### config.mk
export PLATFORM = sky130hd
export DESIGN_NAME = game_ctl
export DESIGN_NICKNAME = d
export VERILOG_FILES = /design/src/rtl/game_pkg.sv /design/src/rtl/game_score_bcd.sv /design/src/rtl/game_ctl.sv
export SDC_FILE = /design/constraint.sdc
export NUM_CORES = 1
export LEC_CHECK = 0
export BUFFER_PORTS_ARGS = -buffer_cell sky130_fd_sc_hd__buf_2
export CORE_MARGIN = 8
export CORE_UTILIZATION = 50
export CTS_BUF_LIST = sky130_fd_sc_hd__clkbuf_8
export DETAILED_ROUTE_END_ITERATION = 12
export PLACE_DENSITY_LB_ADDON = 0.12
export REMOVE_ABC_BUFFERS = 1
export SLEW_MARGIN = 10
export SYNTH_ARGS = -nofsm -noshare
export SYNTH_HDL_FRONTEND = slang
export SYNTH_HIERARCHICAL = 1
export SYNTH_SLANG_ARGS = --single-unit
### constraint.sdc
create_clock -name clk -period 3.92 [get_ports clk]
set_input_delay 0.392 -clock clk [delete_from_list [all_inputs] [get_ports clk]]
set_output_delay 0.392 -clock clk [all_outputs]
set_load 0.02 [all_outputs]
### src/rtl/game_pkg.sv
// Shared game state encoding and default playfield geometry for the
// flappy-style game sequencer.
package game_pkg;

    typedef enum logic [2:0] {
        IDLE  = 3'd0,
        READY = 3'd1,
        PLAY  = 3'd2,
        HIT   = 3'd3,
        OVER  = 3'd4
    } game_state_t;

    localparam int DEF_BIRD_X       = 100;
    localparam int DEF_BIRD_W       = 34;
    localparam int DEF_BIRD_H       = 24;
    localparam int DEF_OBST_W       = 60;
    localparam int DEF_SCREEN_H     = 600;
    localparam int DEF_READY_FRAMES = 60;
    localparam int DEF_HIT_FRAMES   = 30;

    localparam int CNT_W = 16;

endpackage

### src/rtl/game_score_bcd.sv
// Three-digit BCD score counter: synchronous clear, increment with full
// carry ripple in one cycle, saturating at 999.
module game_score_bcd (
    input  logic        clk,
    input  logic        rst,
    input  logic        clr,
    input  logic        inc,
    output logic [11:0] score
);

    logic [11:0] r_score;
    logic [3:0]  w_u;
    logic [3:0]  w_t;
    logic [3:0]  w_h;

    always_comb begin
        w_u = r_score[3:0];
        w_t = r_score[7:4];
        w_h = r_score[11:8];
        if (r_score != 12'h999) begin
            if (w_u == 4'd9) begin
                w_u = 4'd0;
                if (w_t == 4'd9) begin
                    w_t = 4'd0;
                    w_h = w_h + 4'd1;
                end else begin
                    w_t = w_t + 4'd1;
                end
            end else begin
                w_u = w_u + 4'd1;
            end
        end
    end

    always_ff @(posedge clk or negedge rst) begin
        if (!rst) begin
            r_score <= 12'h000;
        end else if (clr) begin
            r_score <= 12'h000;
        end else if (inc) begin
            r_score <= {w_h, w_t, w_u};
        end
    end

    assign score = r_score;

endmodule

### src/rtl/game_ctl.sv
// Game sequencer: button/vsync conditioning, per-frame position snapshot,
// collision and pass detection, and the IDLE/READY/PLAY/HIT/OVER machine.
module game_ctl
    import game_pkg::*;
#(
    parameter int BIRD_X       = DEF_BIRD_X,
    parameter int BIRD_W       = DEF_BIRD_W,
    parameter int BIRD_H       = DEF_BIRD_H,
    parameter int OBST_W       = DEF_OBST_W,
    parameter int SCREEN_H     = DEF_SCREEN_H,
    parameter int READY_FRAMES = DEF_READY_FRAMES,
    parameter int HIT_FRAMES   = DEF_HIT_FRAMES
) (
    input  logic        clk,
    input  logic        rst,
    input  logic        vsync,
    input  logic        left,
    input  logic        right,
    input  logic [11:0] bird_ypos,
    input  logic [11:0] obst_xpos,
    input  logic [11:0] gap_top,
    input  logic [11:0] gap_bot,
    output logic [2:0]  state,
    output logic        run,
    output logic        flap,
    output logic        frame_tick,
    output logic        endgame,
    output logic [11:0] score
);

    localparam logic [12:0] C_BIRD_X  = 13'(BIRD_X);
    localparam logic [12:0] C_BIRD_XR = 13'(BIRD_X + BIRD_W);
    localparam logic [12:0] C_BIRD_H  = 13'(BIRD_H);
    localparam logic [12:0] C_OBST_W  = 13'(OBST_W);
    localparam logic [12:0] C_FLOOR   = 13'(SCREEN_H);

    logic r_left_s1, r_left_s2, r_left_d, r_left_edge;
    logic r_right_s1, r_right_s2, r_right_d, r_right_edge;
    logic r_vs_1, r_vs_2, r_tick, r_tick_d;

    logic [11:0] r_bird_y, r_obst_x, r_prev_x, r_gap_top, r_gap_bot;

    game_state_t      r_state, w_state_next;
    logic [CNT_W-1:0] r_cnt, w_cnt_next;
    logic             r_run, r_flap, r_endgame;
    logic             w_clr, w_inc;

    logic [12:0] w_bird_bot, w_obst_r, w_prev_r;
    logic        w_ceil, w_floor, w_xov, w_pipe, w_hit, w_pass, w_cnt_done;

    // Input conditioning: buttons cross from the mouse domain, vsync is local.
    always_ff @(posedge clk or negedge rst) begin
        if (!rst) begin
            r_left_s1    <= 1'b0;
            r_left_s2    <= 1'b0;
            r_left_d     <= 1'b0;
            r_left_edge  <= 1'b0;
            r_right_s1   <= 1'b0;
            r_right_s2   <= 1'b0;
            r_right_d    <= 1'b0;
            r_right_edge <= 1'b0;
            r_vs_1       <= 1'b0;
            r_vs_2       <= 1'b0;
            r_tick       <= 1'b0;
            r_tick_d     <= 1'b0;
        end else begin
            r_left_s1    <= left;
            r_left_s2    <= r_left_s1;
            r_left_d     <= r_left_s2;
            r_left_edge  <= r_left_s2 & ~r_left_d;
            r_right_s1   <= right;
            r_right_s2   <= r_right_s1;
            r_right_d    <= r_right_s2;
            r_right_edge <= r_right_s2 & ~r_right_d;
            r_vs_1       <= vsync;
            r_vs_2       <= r_vs_1;
            r_tick       <= r_vs_1 & ~r_vs_2;
            r_tick_d     <= r_tick;
        end
    end

    // Snapshot stage: positions frozen once per frame; previous obstacle x kept for pass detection.
    always_ff @(posedge clk or negedge rst) begin
        if (!rst) begin
            r_bird_y  <= 12'd0;
            r_obst_x  <= 12'd0;
            r_prev_x  <= 12'd0;
            r_gap_top <= 12'd0;
            r_gap_bot <= 12'd0;
        end else if (r_tick) begin
            r_bird_y  <= bird_ypos;
            r_obst_x  <= obst_xpos;
            r_prev_x  <= r_obst_x;
            r_gap_top <= gap_top;
            r_gap_bot <= gap_bot;
        end
    end

    always_comb begin
        w_bird_bot = {1'b0, r_bird_y} + C_BIRD_H;
        w_obst_r   = {1'b0, r_obst_x} + C_OBST_W;
        w_prev_r   = {1'b0, r_prev_x} + C_OBST_W;
        w_ceil     = (r_bird_y == 12'd0);
        w_floor    = (w_bird_bot >= C_FLOOR);
        w_xov      = ({1'b0, r_obst_x} < C_BIRD_XR) && (w_obst_r > C_BIRD_X);
        w_pipe     = w_xov && (({1'b0, r_bird_y} < {1'b0, r_gap_top}) ||
                               (w_bird_bot > {1'b0, r_gap_bot}));
        w_hit      = w_ceil || w_floor || w_pipe;
        // A respawn moves the obstacle right, so require strictly decreasing x.
        w_pass     = (w_prev_r >= C_BIRD_X) && (w_obst_r < C_BIRD_X) &&
                     (r_obst_x < r_prev_x);
        w_cnt_done = (r_cnt <= CNT_W'(1));
    end

    always_comb begin
        w_state_next = r_state;
        w_cnt_next   = r_cnt;
        w_clr        = 1'b0;
        w_inc        = 1'b0;
        case (r_state)
            IDLE: begin
                if (r_left_edge) begin
                    w_state_next = READY;
                    w_cnt_next   = CNT_W'(READY_FRAMES);
                    w_clr        = 1'b1;
                end
            end
            READY: begin
                if (r_tick_d) begin
                    if (w_cnt_done) w_state_next = PLAY;
                    else            w_cnt_next   = r_cnt - CNT_W'(1);
                end
            end
            PLAY: begin
                if (r_tick_d) begin
                    if (w_hit) begin
                        w_state_next = HIT;
                        w_cnt_next   = CNT_W'(HIT_FRAMES);
                    end else begin
                        w_inc = w_pass;
                    end
                end
            end
            HIT: begin
                if (r_tick_d) begin
                    if (w_cnt_done) w_state_next = OVER;
                    else            w_cnt_next   = r_cnt - CNT_W'(1);
                end
            end
            OVER: begin
                if (r_right_edge) w_state_next = IDLE;
            end
            default: w_state_next = IDLE;
        endcase
    end

    // State/output stage: everything leaving the block comes straight from a flop.
    always_ff @(posedge clk or negedge rst) begin
        if (!rst) begin
            r_state   <= IDLE;
            r_cnt     <= '0;
            r_run     <= 1'b0;
            r_flap    <= 1'b0;
            r_endgame <= 1'b0;
        end else begin
            r_state   <= w_state_next;
            r_cnt     <= w_cnt_next;
            r_run     <= (w_state_next == PLAY);
            r_flap    <= (r_state == PLAY) && r_left_edge;
            r_endgame <= (w_state_next == OVER);
        end
    end

    game_score_bcd u_score (
        .clk   (clk),
        .rst   (rst),
        .clr   (w_clr),
        .inc   (w_inc),
        .score (score)
    );

    assign state      = r_state;
    assign run        = r_run;
    assign flap       = r_flap;
    assign frame_tick = r_tick;
    assign endgame    = r_endgame;

endmodule

# Yosys cells after proc, flatten, opt, wreduce, memory -nomap -nowiden
# Index checks and enable logic that the tools add are counted.
# W data, S select, Z words.
# word_totals
ff_bits	106
inputBits	53
out_inout_bits	19
word_cells	111
# classes
addsub	7
n_lt_le_gt_ge	9
n_eq_ne	14
mux	30
bitwise_logic	6
reduce_logical	20
# ops
operator	count
$mux W16	5
$pmux W16 S3	1
$mux W4	8
$add A12 B6 Y13 const B	2
$lt A12 B12 Y1	2
$mux W12	2
$mux W3	8
$le A16 B1 Y1 const B	1
$sub A16 B1 Y16 const B	1
$pmux W3 S5	1
$add A12 B5 Y13 const B	1
$ge A13 B10 Y1 const B	1
$ge A13 B7 Y1 const B	1
$gt A13 B12 Y1	1
$gt A13 B7 Y1 const B	1
$lt A13 B7 Y1 const B	1
$add A4 B1 Y4 const B	3
$logic_not A12 Y1	1
$lt A12 B8 Y1 const B	1
$ne A12 B12 Y1 const B	1
$eq A3 B2 Y1 const B	3
$eq A4 B4 Y1 const B	2
$ne A2 B2 Y1 const B	4
$reduce_bool A2 Y1	4
other kinds (15)	30

# Logic depth before layout (Yosys ltp)
# Gate-level depths: netlist of run 1.
# logic_depth
word_depth	10
mapped_depth	16
mapped_depth_nobuf	15

# Cells and area by module
# The synthesis of run 1 kept the hierarchy.
# modules_own_cells
module	n_inst	cells_each	area_each_um2	seq_area_each_um2
game_ctl	1	537	5197.5	2352.3
game_score_bcd	1	76	733.2	300.3

# Least setup slack after synthesis of run 1
# OpenSTA, ideal clock, no wires.
# synth_timing
path_type	flip-flop to flip-flop
from	reg r_bird_y[3]
to	reg r_cnt[10]
setup_ns	0.078
arrival_ns	3.393
required_time_ns	3.842
setup_slack_ns	0.449
path_stages_with_launch	16
synth_period_minus_slack_ns	3.471
cell_sequence	dfrtp_1 -> inv_1 -> ha_1 -> and4b_1 -> nand2_1 -> xnor2_1 -> ha_1 -> nand3_1 -> nor4_1 -> nand2_1 -> a211oi_1 -> a2bb2oi_1 -> a211oi_1 -> or2_2 -> clkbuf_1 -> a21oi_1
# synth_between
elab_chain_cells	7
word_cells_on_any_way	11
cone_classes	add/sub: 1; order compare: 3; eq/ne: 1; reduce/logical: 6
# synth_lines
item	line	rtl
from (decl)	game_ctl.sv:41	logic [11:0] r_bird_y, r_obst_x, r_prev_x, r_gap_top, r_gap_bot;
from (signal assigned)	game_ctl.sv:91	r_bird_y <= bird_ypos;
$add A12 B5 Y13	game_ctl.sv:100	w_bird_bot = {1'b0, r_bird_y} + C_BIRD_H;
$gt A13 B12 Y1	game_ctl.sv:107	(w_bird_bot > {1'b0, r_gap_bot}));
$logic_or A1 B1 Y1	game_ctl.sv:106	w_pipe = w_xov && (({1'b0, r_bird_y} < {1'b0, r_gap_top}) ||
$logic_and A1 B1 Y1	game_ctl.sv:106	
$logic_or A1 B1 Y1 *	game_ctl.sv:108	w_hit = w_ceil || w_floor || w_pipe;
$ne A2 B2 Y1 (no line) *	-	
$reduce_and A6 Y1 (no line) *	-	
to (signal assigned)	game_ctl.sv:167	r_cnt <= w_cnt_next;
to (decl)	game_ctl.sv:44	logic [CNT_W-1:0] r_cnt, w_cnt_next;
# Every way passes the cells marked *; elsewhere a longest branch is shown, timed or not.
# A chain may end at the register's enable or synchronous reset.

# Final worst setup path of run 1
# layout_timing
from	reg r_bird_y[4]
to	reg r_cnt[7]
# Same word-level chain as after synthesis.

==> flow_summary.yaml, run 1 <==
status:
  status: "complete, no violations"
clock_network:
  clock-sinks: 106
  htree_levels: 3
  clk_path_buf_depth: 2
  clkTransAtPathRegs_ps: 90
  root_buffer: "clkbuf_8"
  cts_tree: "built"
  clk_latency_ps: 380
  cts_buffers: 9
timing:
  worst_pin_slew_ps: 1040
  hold_viol_final: 0
  setup_violations: 0
  max_freq_ghz: 0.273
  fin_setup_tns_ps: 0
  rsz0062_at_grt: "no"
  timing.final.ws_setup_ps: 251
  finalCriticalPeriod_ps: 3670
  slew_viol_final: 0
  fin_skew_ps: 12.2
  min_period_over_period: 0.936
  maxSlewHeadroom: 0.310
global_route:
  grt_max_degree: 84
  grt_usage: 0.168
  grt_overflow: 0
  antenna_found_initial: 0
  first_global_vias: 4539
  grt_pass1_wl_um: 22000
synth:
  synth_area_per_cell_um2: 9.67
  ys_async_sr_fraction: 1.00
  yosys_warnings: 6
  yosysMostFrequentCell: "dfrtp_1"
  synth_common_cells: "dfrtp_1, nand2_1, o21ai_0"
  synthTopCellsByArea: "dfrtp_1, ha_1, o21ai_0, nand2_1, mux2_2"
  synth-edff-count: 0
  yosys.area.top_type: "dfrtp_1"
  synthCells: 613
  synth-main-ff-cell: "dfrtp_1"
  syn_area_um2: 5930
  synth_top_area_frac: 0.447
  synth-seq-cells: 106
  synth.distinct_cells: 72
  ys_seq_area_frac: 0.447
detailed_routing:
  initialDrtViolationCount: 326
  ant_nets: 0
  routed_wirelength_um: 12500
  drc: 0
  vias_per_cell: 5.51
  wl_per_cell_um: 15.0
  dr.pass1.iters: 4
  vias: 4560
setup_path:
  slowest_stage: "or4_1"
  critPathMaxStageDelay_ps: 470
  path_delay_family: "simple AND/OR/NAND/NOR gates"
  cp_max_fo: 17
  critPathArrivalTime_ps: 3970
  timing.critical_path.buf_inv: 2
  critPathKind: "reg -> reg"
  cp_data_required_time_ps: 4220
  crit_path_start_kind: "flip-flop"
  worstPathCellList: "inv_1 -> ha_1 -> and4b_1 -> nand2_1 -> xnor2_1 -> ha_1 -> nand3_1 -> o221ai_1 -> a21oi_1 -> a221oi_2 -> nand3_1 -> a21oi_4 -> o21ai_4 -> buf_12 -> or4_1 -> a21oi_1"
  critPathCaptureType: "flip-flop"
layout:
  drive_gt1_frac: 0.200
  design_area_um2: 6680
  final_util: 0.580
  fillers: 1015
  multiInputGateArea_um2: 2990
  areaGrowthSynthToFinish_pct: 12.7
  seqCellArea_um2: 2660
  finalNetCount: 779
  n_antenna_cell: 0
floorplanning:
  num_rows: 39
  die_y_um: 125
  ioPinCount: 72
  initial_core_util: 0.515
  dieArea_um2: 15600
  chipWidth_um: 125
  core_um2: 11500
placed_design:
  io_buffer_count: 71
  dpl.hpwl_um: 9240
  place_area_um2: 6420
  place_ws_ps: 83.9
  place_congestion: 0.881
pwr:
  p_total_mw: 2.98
  p_seq_frac: 0.474
  comb_power_share: 0.264
  cellPowerDensity_nw_per_um2: 445
  p_int_mw: 2.01
  p_sw_uw: 968
  leakage_nw: 3.14
  p_clk_frac: 0.262
  p_sw_frac: 0.325
  ir_drop_mv: 0.298
worst_hold_path:
  hold_class: "in -> reg"
job:
  maxCapViolCount: 0
## final cells by class
cell class                 count  share of cell area
clock buffer                  12              0.0247
timing repair buffer          78              0.0633
clock inverter                 4              0.0109
tap                          143              0.0268
sequential                   106               0.397
multi-input combinational    433               0.448
inverter                      52              0.0292
## worst paths after layout
check | from | endpoint | slack, ps | depth (start not counted)
worst max-delay path | r_bird_y[4] | r_cnt[7] | 250 | 16
worst min-delay path | right | r_right_s1 | 110 | 1
worst max register to register | r_bird_y[4] | r_cnt[7] | 250 | 16
max in group asynchronous | rst | r_bird_y[4] | 2820 | 2
worst min register to register | r_right_s1 | r_right_s2 | 360 | 0
min in group asynchronous | rst | r_cnt[0] | 170 | 1
## cell usage in the layout, fill, tap and decap left out, types with 6 or more instances in the layout
| cell | n |
|---|---|
| clkbuf_8 | 12 |
| ha_1 | 46 |
| nor2b_1 | 8 |
| or4_1 | 6 |
| nor3_1 | 13 |
| nand3_1 | 14 |
| xor2_1 | 9 |
| a21oi_1 | 29 |
| buf_4 | 7 |
| dfrtp_1 | 104 |
| nor2_1 | 32 |
| mux2i_1 | 6 |
| xnor2_1 | 9 |
| o21ai_0 | 59 |
| nor4_1 | 6 |
| inv_1 | 53 |
| a211oi_1 | 6 |
| mux2_2 | 20 |
| a21o_1 | 9 |
| nand2_1 | 76 |
| or3_1 | 6 |
| buf_2 | 70 |
## per-layer routing
| metal | share of wire | track usage | up-vias |
|---|---|---|---|
| met5 | 0 | 0 | - |
| met4 | 0.0068 | 0.0387 | 0 |
| met3 | 0.053 | 0.0492 | 8 |
| met2 | 0.46 | 0.262 | 82 |
| met1 | 0.48 | 0.226 | 2184 |
| li1 | - | - | 2286 |
## repair_timing
action	CTS	global route
resized for setup	0	2
setup endpoints to repair	0	18
setup buffers	0	1
hold buffers	0	0
## registers in the layout (all words and copies together), names as in the netlist, 3 cells and up
| signal | cells |
|---|---|
| r_cnt | 16 |
| r_bird_y | 12 |
| r_gap_bot | 12 |
| r_gap_top | 12 |
| r_obst_x | 12 |
| r_prev_x | 12 |
| u_score/score | 12 |
| state | 3 |
## power by group through the flow
stage / combinational (mW) / sequential (mW) / clock (mW)
6_report: 0.786 / 1.41 / 0.778
3_3_place_gp: 0.752 / 1.42 / 0
5_1_grt: 0.910 / 1.44 / 0.843
3_5_place_dp: 0.777 / 1.43 / 0
2_1_floorplan: 0.573 / 1.39 / 0
4_1_cts: 0.782 / 1.41 / 0.806
## per-stage QoR
stage                     hold WS [ps]  instances
after floorplan                   96.4        591
after global placement             335        811
after CTS                         87.3        827
after global routing              85.4        828
after detailed placement           337        811
final                              113        828
## cells by family after synthesis
kind of cell	Yosys count	synth area share
xor+xnor	18	0.0266
fa+ha+maj	46	0.0970
compound gates	146	0.160
mux	26	0.0481
simple gates	197	0.172
flops	106	0.447
buf+inv	74	0.0492
No activity file was read; power rests on OpenSTA's default activity.
==> inputs of run 2 (changes only) <==
--- a/config.mk
+++ b/config.mk
@@ -7,8 +7,9 @@
 export LEC_CHECK = 0
 export BUFFER_PORTS_ARGS = -buffer_cell sky130_fd_sc_hd__buf_2
 export CORE_MARGIN = 8
-export CORE_UTILIZATION = 50
+export CORE_UTILIZATION = 61
 export CTS_BUF_LIST = sky130_fd_sc_hd__clkbuf_8
+export CTS_CLUSTER_SIZE = 10
 export DETAILED_ROUTE_END_ITERATION = 12
 export PLACE_DENSITY_LB_ADDON = 0.12
 export REMOVE_ABC_BUFFERS = 1
==> run 2 against run 1 <==
- combinational power increased by 1%
- sequential power about the same
- cell area is 0.19% lower
- non-clock buffer count is 1 higher
- critical endpoint is now r_cnt[11]
- highest routed layer unchanged
- worst setup slack better by 84 ps
- sequential share of layout area increased by 0.056 points
- final cell count fell by 1.1%
- first-iteration DRC count is 9.5% lower
==> flow_summary.yaml, run 2 (synthesized netlist as in run 1, its figures left out) <==
detailed_routing:
  routed_wirelength_um: 12300
  drc: 0
  wl_per_cell_um: 15.0
  vias_per_cell: 5.69
  dr.pass1.iters: 5
  initialDrtViolationCount: 295
  vias: 4660
  ant_nets: 0
floorplanning:
  dieArea_um2: 13100
  initial_core_util: 0.618
  chipWidth_um: 115
  die_y_um: 115
  num_rows: 36
  ioPinCount: 72
  core_um2: 9590
setup_path:
  cp_data_required_time_ps: 4240
  critPathCaptureType: "flip-flop"
  cp_max_fo: 17
  worstRegToRegCells: 15
  crit_path_start_kind: "flip-flop"
  critPathKind: "reg -> reg"
  critPathArrivalTime_ps: 3900
timing:
  hold_ws_ps: 103
  hold_viol_final: 0
  rsz0062_at_grt: "no"
  worst_pin_slew_ps: 969
  slew_viol_final: 0
  maxSlewHeadroom: 0.354
  setup_violations: 0
  finalCriticalPeriod_ps: 3580
  max_freq_ghz: 0.279
  fin_setup_tns_ps: 0
  min_period_over_period: 0.914
  fin_skew_ps: 7.12
layout:
  instances_no_fill: 819
  multiInputGateArea_um2: 3010
  fillers: 747
  drive_gt1_frac: 0.201
  n_antenna_cell: 0
  seqCellArea_um2: 2650
  regMostFlops: "r_cnt"
  layout_commonest_cell: "dfrtp_1"
  finalNetCount: 780
  mostFrequentLayoutCells: "dfrtp_1, nand2_1, buf_2"
  largest_register_ffs: 16
  design_area_um2: 6670
  areaGrowthSynthToFinish_pct: 12.5
global_route:
  grt_overflow: 0
  antenna_found_initial: 0
  grt_max_degree: 79
  grt_pass1_wl_um: 21300
  grt_usage: 0.201
  first_global_vias: 4695
pwr:
  p_total_mw: 2.96
  ir_drop_mv: 0.335
  cellPowerDensity_nw_per_um2: 443
  leakage_nw: 3.15
clock_network:
  cts_tree: "built"
  clock-sinks: 106
  root_buffer: "clkbuf_8"
  clkTransAtPathRegs_ps: 90
  clk_path_buf_depth: 2
  clk_latency_ps: 390
  cts_buffers: 9
  htree_levels: 3
placed_design:
  dpl.hpwl_um: 9110
  place_area_um2: 6410
  place_inst: 802
  io_buffer_count: 71
  place_congestion: 0.859
job:
  maxCapViolCount: 0
worst_hold_path:
  hold_class: "in -> reg"
  holdPathStages: 1
status:
  status: "complete, no violations"
==> run 2: cell count changes in the layout (fill, tap and decap cells not counted) <==
cell       delta
clkinv_4      +1
clkinv_2      +1
a2bb2oi_1     -1
dfrtp_1       +1
a2bb2oi_2     +1
inv_6         -1
dfrtp_2       -1
nor4_4        +1
clkbuf_8      -1
buf_12        -1
buf_4         +2
nor4_2        -1
==> run 2: stage by stage <==
step           worst slack, ps   util
3_3_place_gp               406  0.668
4_1_cts                    112  0.692
2_1_floorplan              492      -
5_1_grt                   41.2  0.695
3_5_place_dp               126  0.668
6_report                   335  0.695
==> run 2: timing repair <==
| action | 4_1_cts | 5_1_grt |
|---|---|---|
| setup buffers | 0 | 1 |
| setup endpoints to repair | 0 | 17 |
| gates resized for setup | 0 | 3 |
| hold buffers | 0 | 0 |
==> run 2: path summary, 6_finish.rpt <==
check                            start           to  slack [ps]
max                        r_bird_y[3]    r_cnt[11]         340
min                              vsync       r_vs_1         100
max reg2reg                r_bird_y[3]    r_cnt[11]         340
min reg2reg                 r_right_s1   r_right_s2         360
max in group asynchronous          rst  r_bird_y[5]        2830
min in group asynchronous          rst     r_cnt[9]         150
==> run 2: where the power goes <==
group	internal (mW)	total, mW	switching, mW	leakage (nW)
sequential	1.24	1.40	0.166	1.32
combinational	0.356	0.796	0.440	1.70
clock	0.392	0.758	0.366	0.121
==> run 2: worst max-delay path: stages, from the launching register on <==
cell,delay [ps]
dfrtp_1,360
inv_1,80
ha_1,270
and4b_1,300
nand2_1,100
xnor2_1,180
ha_1,330
nand3_1,170
o221ai_1,190
a21oi_1,90
a221oi_2,230
nand3_1,180
a21oi_4,220
o21ai_4,160
or4_1,510
a21oi_1,150
==> run 2: routing by layer <==
layer / wire (um) / track usage
met3: 557 / 0.0417
met1: 5630 / 0.253
met4: 240 / 0.0887
met2: 5870 / 0.325
met5: 0 / 0
==> run 2: final cells by class <==
cell class / count / area share
clock buffer: 11 / 0.0227
inverter: 52 / 0.0293
timing repair buffer: 79 / 0.0627
multi-input combinational: 433 / 0.451
clock inverter: 5 / 0.0116
sequential: 106 / 0.398
tap: 133 / 0.0249
